<file path="config.mk">
export PLATFORM = sky130hd
export DESIGN_NAME = mem_port_arbiter
export DESIGN_NICKNAME = d
export VERILOG_FILES = /design/src/rtl/mem_port_arbiter.sv
export SDC_FILE = /design/constraint.sdc
export NUM_CORES = 1
export LEC_CHECK = 0
export BUFFER_PORTS_ARGS = -buffer_cell sky130_fd_sc_hd__buf_2
export CAP_MARGIN = 40
export CORE_AREA = 2 2 108 110
export DETAILED_ROUTE_END_ITERATION = 7
export DIE_AREA = 0 0 110 112
export PLACE_DENSITY = 0.51
export SLEW_MARGIN = 30
export SYNTH_ARGS = -nofsm -noshare
export SYNTH_HDL_FRONTEND = slang
export SYNTH_SLANG_ARGS = --single-unit
</file>
<file path="constraint.sdc">
create_clock -name clk -period 1.66 [get_ports clk]
set_input_delay 0.083 -clock clk [delete_from_list [all_inputs] [get_ports clk]]
set_output_delay 0.083 -clock clk [all_outputs]
set_load 0.005 [all_outputs]
</file>
<file path="src/rtl/mem_port_arbiter.sv">
// Arbitrates one single-ported memory between instruction fetch and the data load/store path.
// Optional performance counters are compiled in when MEM_ARB_PERF_EN is defined.
module mem_port_arbiter #(
  parameter int unsigned ADDR_W     = 32,
  parameter int unsigned DATA_W     = 32,
  parameter int unsigned STARVE_MAX = 4
) (
  input  logic                clk,
  input  logic                rst,
  input  logic                if_req,
  input  logic [ADDR_W-1:0]   if_addr,
  output logic                if_gnt,
  output logic                if_rvalid,
  output logic [DATA_W-1:0]   if_rdata,
  input  logic                d_req,
  input  logic                d_we,
  input  logic [ADDR_W-1:0]   d_addr,
  input  logic [DATA_W-1:0]   d_wdata,
  input  logic [DATA_W/8-1:0] d_wstrb,
  output logic                d_gnt,
  output logic                d_rvalid,
  output logic [DATA_W-1:0]   d_rdata,
  output logic                mem_req,
  output logic                mem_we,
  output logic [ADDR_W-1:0]   mem_addr,
  output logic [DATA_W-1:0]   mem_wdata,
  output logic [DATA_W/8-1:0] mem_wstrb,
  input  logic                mem_ready,
  input  logic                mem_rvalid,
  input  logic [DATA_W-1:0]   mem_rdata,
  output logic                stall_if,
  output logic                stall_mem
`ifdef MEM_ARB_PERF_EN
  ,
  output logic [31:0]         perf_conflict,
  output logic [31:0]         perf_if_stall
`endif
);

  localparam int unsigned STRB_W = DATA_W / 8;
  localparam int unsigned CNT_W  = 4;
  localparam logic [CNT_W-1:0] STARVE_LIM = CNT_W'(STARVE_MAX);

  localparam logic [2:0] S_IDLE    = 3'd0;
  localparam logic [2:0] S_REQ_IF  = 3'd1;
  localparam logic [2:0] S_REQ_D   = 3'd2;
  localparam logic [2:0] S_WAIT_IF = 3'd3;
  localparam logic [2:0] S_WAIT_D  = 3'd4;

  logic [2:0]       state_q, state_d;
  logic [CNT_W-1:0] starve_q, starve_d;

  always_ff @(posedge clk) begin
    if (rst) begin
      state_q  <= S_IDLE;
      starve_q <= '0;
    end else begin
      state_q  <= state_d;
      starve_q <= starve_d;
    end
  end

  // Next state, starvation tracking and the memory-side mux for the current owner.
  always_comb begin
    state_d   = state_q;
    starve_d  = starve_q;
    if_gnt    = 1'b0;
    if_rvalid = 1'b0;
    if_rdata  = '0;
    d_gnt     = 1'b0;
    d_rvalid  = 1'b0;
    d_rdata   = '0;
    mem_req   = 1'b0;
    mem_we    = 1'b0;
    mem_addr  = '0;
    mem_wdata = '0;
    mem_wstrb = '0;

    case (state_q)
      S_IDLE: begin
        if (d_req && (!if_req || (starve_q < STARVE_LIM))) begin
          state_d = S_REQ_D;
          if (if_req) begin
            starve_d = CNT_W'(starve_q + CNT_W'(1));
          end
        end else if (if_req) begin
          state_d = S_REQ_IF;
        end
      end

      S_REQ_IF: begin
        mem_req  = 1'b1;
        mem_addr = if_addr;
        if (mem_ready) begin
          if_gnt   = 1'b1;
          starve_d = '0;
          state_d  = S_WAIT_IF;
        end
      end

      S_REQ_D: begin
        mem_req  = 1'b1;
        mem_we   = d_we;
        mem_addr = d_addr;
        if (d_we) begin
          mem_wdata = d_wdata;
          mem_wstrb = d_wstrb;
        end
        if (mem_ready) begin
          d_gnt   = 1'b1;
          // A store is complete once memory accepts it; only loads wait for data.
          state_d = d_we ? S_IDLE : S_WAIT_D;
        end
      end

      S_WAIT_IF: begin
        if (mem_rvalid) begin
          if_rvalid = 1'b1;
          if_rdata  = mem_rdata;
          state_d   = S_IDLE;
        end
      end

      S_WAIT_D: begin
        if (mem_rvalid) begin
          d_rvalid = 1'b1;
          d_rdata  = mem_rdata;
          state_d  = S_IDLE;
        end
      end

      default: begin
        state_d = S_IDLE;
      end
    endcase
  end

  assign stall_if  = if_req && !if_rvalid;
  assign stall_mem = d_req && !(d_we ? d_gnt : d_rvalid);

`ifdef MEM_ARB_PERF_EN
  logic [31:0] perf_conflict_q, perf_conflict_d;
  logic [31:0] perf_if_stall_q, perf_if_stall_d;

  always_comb begin
    perf_conflict_d = perf_conflict_q;
    perf_if_stall_d = perf_if_stall_q;
    if ((state_q == S_IDLE) && if_req && d_req) begin
      perf_conflict_d = 32'(perf_conflict_q + 32'd1);
    end
    if (stall_if) begin
      perf_if_stall_d = 32'(perf_if_stall_q + 32'd1);
    end
  end

  always_ff @(posedge clk) begin
    if (rst) begin
      perf_conflict_q <= '0;
      perf_if_stall_q <= '0;
    end else begin
      perf_conflict_q <= perf_conflict_d;
      perf_if_stall_q <= perf_if_stall_d;
    end
  end

  assign perf_conflict = perf_conflict_q;
  assign perf_if_stall = perf_if_stall_q;
`endif

  logic unused_strb_w;
  assign unused_strb_w = (STRB_W == 0);

endmodule

</file>
==> results of run 1 <==
-- state kept, by name, summed over array words and instances, names as in the netlist --
register  cells
starve_q      4
state_q       3
-- where the power goes --
| group | internal (mW) | leakage [nW] | switching, mW | total [mW] |
|---|---|---|---|---|
| clock | 0.319 | 0.0382 | 0.0844 | 0.403 |
| sequential | 0.216 | 0.0585 | 0.0693 | 0.285 |
| combinational | 1.32 | 2.02 | 1.17 | 2.49 |
| total | 1.86 | 2.12 | 1.32 | 3.18 |
-- layout make-up --
type                            count  area [um^2]
Multi-Input combinational cell    174         1240
Fill cell                        1190         7950
Tap cell                          143          179
Timing Repair Buffer              289         1570
Sequential cell                     7          146
Inverter                            3         11.3
Antenna cell                        1         2.50
Clock buffer                        4         78.8
-- cell families (layout without fill, tap and decap cells) --
logic type / count (synthesis) / in the layout
other: 0 / 1
adders and majority gates: 1 / 1
and+or+nand+nor: 127 / 127
buffers and inverters: 27 / 296
muxes: 1 / 1
DFF: 7 / 7
xor gates and xnor gates: 1 / 1
AOI/OAI and AO/OA: 44 / 44
-- cells in the final DEF (no fill, tap or decap), drive strengths merged, types with 2 or more instances in the layout --
cell	count
o21ai	2
a22o	32
nor2	2
buf	288
nand2	5
inv	3
clkbuf	5
nand3b	3
a31o	2
dfxtp	7
nand2b	2
nor3b	3
and2	66
nor3	4
and3	36
a21oi	4
-- worst reg2reg max path: stages (launching register included) --
cell     delay [ns]
dfxtp_4        0.36
or4_4          0.52
o32ai_2        0.15
a21oi_2        0.09
a31o_1         0.21
-- layer usage --
metal	part of all wire (%)	wire length [um]	vias up
li1	-	-	1283
met1	37	3050	1100
met2	53	4340	163
met3	10	834	3
met4	0.29	24	0
met5	0	0	-
-- timing repair --
item / 4_1_cts / 5_1_grt
hold buffers: 0 / 0
setup endpoints to repair: 105 / 53
pin swaps: 1 / 2
resized for setup: 7 / 5
gates cloned: 1 / 1
buffers inserted: 1 / 0
-- synthesized netlist by cell type --
cell type	number	area [um^2]
a21oi_1	3	15.0
buf_1	1	3.75
clkbuf_1	13	48.8
dfxtp_1	7	140
o32ai_2	1	16.3
or3b_1	1	8.76
buf_6	1	11.3
a21bo_2	1	10.0
nor3_1	3	15.0
ha_1	1	12.5
or2_2	1	6.26
a21oi_2	1	8.76
nor2_1	1	3.75
mux2i_1	1	10.0
and2_1	66	413
buf_2	9	45.0
inv_1	3	11.3
xnor2_1	1	8.76
nor3_2	1	10.0
nor2b_1	1	6.26
or4_4	1	11.3
and3_1	36	225
a31o_1	2	17.5
nor3b_2	2	25.0
nand2_1	5	18.8
o311a_1	1	10.0
nor3b_1	1	7.51
and4_1	1	8.76
nand3b_1	3	22.5
a22o_1	32	280
a2111oi_0	1	8.76
nand2b_1	2	12.5
nor2_2	1	6.26
nor4_1	1	6.26
o21ai_0	2	10.0
-- worst max path at each step --
stage / start / end / slack, ns / cells after the start
CTS: state_q[2]$_SDFFE_PP0P_ / stall_mem / 0.01 / 7
global route: state_q[0]$_SDFFE_PP0P_ / d_rdata[2] / -0.05 / 5
floorplan: state_q[2]$_SDFFE_PP0P_ / state_q[2]$_SDFFE_PP0P_ / 0.20 / 5
finish: state_q[0]$_SDFFE_PP0P_ / d_rdata[24] / 0.02 / 5
global placement: state_q[1]$_SDFFE_PP0P_ / mem_wdata[12] / 0.16 / 4
detailed placement: state_q[1]$_SDFFE_PP0P_ / mem_addr[28] / 0.12 / 4
-- stage by stage --
stage | setup WS [ns] | hold WS (ns) | TNS [ns]
2_1_floorplan | 0.205 | 0.260 | 0
3_3_place_gp | 0.160 | 0.372 | 0
3_5_place_dp | 0.123 | 0.381 | 0
4_1_cts | 0.0108 | 0.140 | 0
5_1_grt | -0.0485 | 0.169 | -0.889
6_report | 0.0229 | 0.137 | 0
==> impl_metrics.tcl, run 1 <==
set metrics [dict create \
    area_delta_synth_final_pct 119 \
    start_kind "flip-flop" \
    fin_worst_skew_ns 0.00185 \
    min_path_type "input port to flip-flop" \
    ctsHtreeMaxLevel 1 \
    grt_max_degree 41 \
    fin_area_um2 3230 \
    root_buffer "clkbuf_16" \
    grt_pass1_vias 2212 \
    slowest_delay_ns 0.43 \
    netlist_area_um2 1480 \
    synth_adder_area_share_pct 0.848 \
    min_to "starve_q[1]$_SDFFE_PP0P_" \
    place.port_buffers 278 \
    hold_start "rst" \
    drv_slew 0 \
    die_h_um 112 \
    timing.final.crit_share_pct 98.6 \
    cp_cell_sequence "or3b_4 > nor2_4 > buf_12 > and2_1 > buf_2" \
    cp_max_fo 33 \
    status "finished clean" \
    synth-compound-area-share_pct 25.5 \
    ys_warn_count 0 \
    vdd_drop_max_mv 0.503 \
    hold_viol_final 0 \
    dp_cells 613 \
    chipWidth_um 110 \
    viasPerCell 4.10 \
    use_met2_pct 23.6 \
    critPathArrivalTime_ns 1.55 \
    drc_errors 0 \
    cts_made_buffers 3 \
    drtIter0Drc 41 \
    fin_util_pct 28.9 \
    worst_ep_required_time_ns 1.58 \
    grt.met1_usage_pct 12.5 \
    static-leakage-power_nw 2.12 \
    routedWlPerCell_um 13.3 \
    post_dp_cell_area_um2 3060 \
    cp-end-kind "primary output" \
    min_path_cells 2 \
    worstMarginPinSlew_ns 0.530 \
    layout_min_cycle_time_ns 1.64 \
    dr.pass1.iters 4 \
    grt_usage_pct 11.5 \
    p_per_area_nw_per_um2 986 \
    clock_sinks 7 \
    muxShareOfSynthArea_pct 0.679 \
    max_cap_viol_count 0 \
    start_util_pct 13.2 \
    crit_family "simple AND/OR/NAND/NOR gates" \
    nets 618 \
    synth_top_family_by_area "simple AND/OR/NAND/NOR gates" \
    grt_util_met3_pct 1.05 \
    grt_busiest_layer "met2" \
    max_slew_margin_pct 64.7 \
    ys_seq_area_share_pct 9.50 \
    slowest_stage "or3b_4" \
    reg2reg_depth 4 \
    instances_no_fill 621 \
    rrSetupSlack_ns 0.22 \
    clk_latency_ns 0.23 \
    timing.critical_path.buf_inv 2 \
    fmax_ghz 0.611 \
    synth-xor-area-share_pct 0.594 \
    ioPinCount 279 \
    via_count 2549 \
    clk_pin_slew_ns 0.03 \
    synth_cell_types 35 \
    path_class "flip-flop to primary output" \
    r2r_start "state_q[0]$_SDFFE_PP0P_" \
    setup_viol 0 \
    wirelength_um 8250 \
    antenna_found_initial 1 \
    std_cell_rows 39 \
    die_area_um2 12300 \
    grt_pass1_wl_um 11200 \
    reg2reg_to "state_q[2]$_SDFFE_PP0P_" \
    syn_nets 348 \
    ys_ff_latch 7 \
    place.gp.congestion 0.764 \
    clockBufferDepth 2 \
    core_area_um2 11200 \
    antenna_left 0 \
    drive_gt1_share_pct 64.6 \
    yosys.area_share.simple_pct 54.7 \
    syn_area_per_cell_um2 7.09 \
    postSynthCellCount 208 \
    place_hpwl_um 6930 \
    overflow 0 \
    rsz0062_at_grt "yes" \
    cts_tree "yes" \
    power.total_mw 3.18 \
]
Power figures use the tool's default switching activity.
==> inputs of run 2 (changes only) <==
--- a/config.mk
+++ b/config.mk
@@ -7,10 +7,11 @@
 export LEC_CHECK = 0
 export BUFFER_PORTS_ARGS = -buffer_cell sky130_fd_sc_hd__buf_2
 export CAP_MARGIN = 40
-export CORE_AREA = 2 2 108 110
+export CORE_AREA = 10 10 99 101
 export DETAILED_ROUTE_END_ITERATION = 7
-export DIE_AREA = 0 0 110 112
-export PLACE_DENSITY = 0.51
+export DIE_AREA = 0 0 109 111
+export PLACE_DENSITY = 0.66
+export REMOVE_ABC_BUFFERS = 1
 export SLEW_MARGIN = 30
 export SYNTH_ARGS = -nofsm -noshare
 export SYNTH_HDL_FRONTEND = slang
==> run 2 against run 1 <==
  * Core utilization is 12 points higher
  * Setup slack worse by 0.0057 ns
  * Largest cell class unchanged
  * Critical path depth unchanged
  * Wire length up 26%
  * Highest routed layer unchanged
  * Critical path type unchanged
==> impl_metrics.tcl, run 2 (same netlist as run 1, synthesis figures left out) <==
set metrics [dict create \
    status "finished clean" \
    clockBufferDepth 2 \
    via_count 2607 \
    cts_made_buffers 3 \
    layout_min_cycle_time_ns 1.64 \
    static-leakage-power_nw 2.19 \
    hold_viol_final 0 \
    rsz0062_at_grt "yes" \
    vdd_drop_max_mv 0.703 \
    fin_area_um2 3280 \
    max_cap_viol_count 0 \
    dp_slack_ns 0.0147 \
    max_slew_margin_pct 69.5 \
    setup_viol 0 \
    cp_max_fo 33 \
    core_area_um2 7970 \
    timing.critical_path.buf_inv 2 \
    most-common-layout-cells "buf_2, and2_1, and3_1, a22o_1" \
    min_path_type "input port to flip-flop" \
    cts_tree "yes" \
    critPathArrivalTime_ns 1.56 \
    instances_no_fill 589 \
    setup_slack_ns 0.0171 \
    path_class "flip-flop to primary output" \
    cp_cell_sequence "or3b_4 > nor2_4 > buf_12 > and2_1 > buf_2" \
    std_cell_rows 33 \
    grt_max_degree 41 \
    clk_pin_slew_ns 0.04 \
    drc_errors 0 \
    clock_sinks 7 \
    crit_family "simple AND/OR/NAND/NOR gates" \
    drv_slew 0 \
    slowest_delay_ns 0.44 \
    antenna_left 0 \
    die_area_um2 12100 \
    place.gp.congestion 0.871 \
    reg_top3 "starve_q x4, state_q x3" \
    min_path_cells 2 \
    drtIter0Drc 129 \
    p_per_area_nw_per_um2 1030 \
    grt_usage_pct 13.8 \
    dr.pass1.iters 4 \
    cp.depth 5 \
    reg2reg_depth 4 \
    antenna_found_initial 0 \
    fillCellCount 839 \
    worstMarginPinSlew_ns 0.458 \
    chipWidth_um 109 \
    area_delta_synth_final_pct 122 \
    root_buffer "clkbuf_8" \
    routedWlPerCell_um 17.6 \
    timing.final.crit_share_pct 99.0 \
    largest-register "starve_q" \
    largest_reg_flops 4 \
    whs_ns 0.136 \
    drive_gt1_share_pct 64.9 \
    start_kind "flip-flop" \
    grt_pass1_vias 2534 \
    clk_latency_ns 0.23 \
    worst_ep_required_time_ns 1.58 \
    viasPerCell 4.43 \
    grt_pass1_wl_um 13800 \
    fin_worst_skew_ns 0.00213 \
    ioPinCount 279 \
    fmax_ghz 0.609 \
    cp-end-kind "primary output" \
    dp_cells 573 \
    start_util_pct 18.5 \
    slowest_stage "or3b_4" \
    final_common_cell "buf_2" \
    nets 625 \
    place.port_buffers 278 \
    overflow 0 \
    n_antenna_cell 0 \
    post_dp_cell_area_um2 2980 \
    wirelength_um 10400 \
    ctsHoldBuffers 0 \
    ctsHtreeMaxLevel 1 \
    place_hpwl_um 8340 \
    die_h_um 111 \
]
-- run 2: changes by cell type in the layout (fill, tap and decap cells not counted), sizes merged --
cell,before,now
dlymetal6s2s,0,1
bufbuf,0,1
clkbuf,5,9
buf,288,289
diode,1,0
-- run 2: per-stage QoR --
step / setup TNS, ns / util, % / power [mW]
2_1_floorplan: -75.69 / - / 1.34
3_3_place_gp: 0 / 37.4 / 2.46
3_5_place_dp: 0 / 37.4 / 2.49
4_1_cts: -0.228 / 38.8 / 2.91
5_1_grt: -1.73 / 41.2 / 3.61
6_report: 0 / 41.2 / 3.37
-- run 2: path summary, 6_finish.rpt --
path | from | slack, ns | to
setup / recovery | state_q[0]$_SDFFE_PP0P_ | 0.02 | d_rdata[31]
hold / removal | rst | 0.14 | starve_q[1]$_SDFFE_PP0P_
setup reg to reg | state_q[2]$_SDFFE_PP0P_ | 0.21 | state_q[2]$_SDFFE_PP0P_
hold reg to reg | starve_q[3]$_SDFFE_PP0P_ | 0.49 | starve_q[3]$_SDFFE_PP0P_
-- run 2: cell type report --
cell class | count | area (um^2) | area share [%]
timing repair buffer | 296 | 1700 | 51.7
multi-input combinational | 174 | 1250 | 38.0
sequential | 7 | 151 | 4.61
tap | 105 | 131 | 4.00
inverter | 3 | 11.3 | 0.343
clock buffer | 4 | 45.0 | 1.37
-- run 2: worst reg2reg max path: stages (launching register included) --
cell,delay [ns]
dfxtp_4,0.36
or4_4,0.53
o32ai_2,0.16
a21oi_2,0.08
a31o_1,0.21
-- run 2: repair_timing --
| item | in CTS | in global routing |
|---|---|---|
| cloned | 1 | 5 |
| gates resized for setup | 8 | 7 |
| setup endpoints to repair | 129 | 95 |
| pin swaps | 6 | 6 |
| buffers inserted | 1 | 5 |
-- run 2: metal layers --
layer,vias up,part of all wire (%),track usage (%)
met5,-,0,0
met2,122,53,25.5
met3,9,12,5.64
li1,1295,-,-
met1,1181,34,13.9
met4,0,1.0,2.73
-- run 2: power breakdown --
| part | total [mW] | switching, mW | internal [mW] |
|---|---|---|---|
| clock | 0.240 | 0.0741 | 0.166 |
| sequential | 0.287 | 0.0659 | 0.221 |
| combinational | 2.84 | 1.24 | 1.60 |
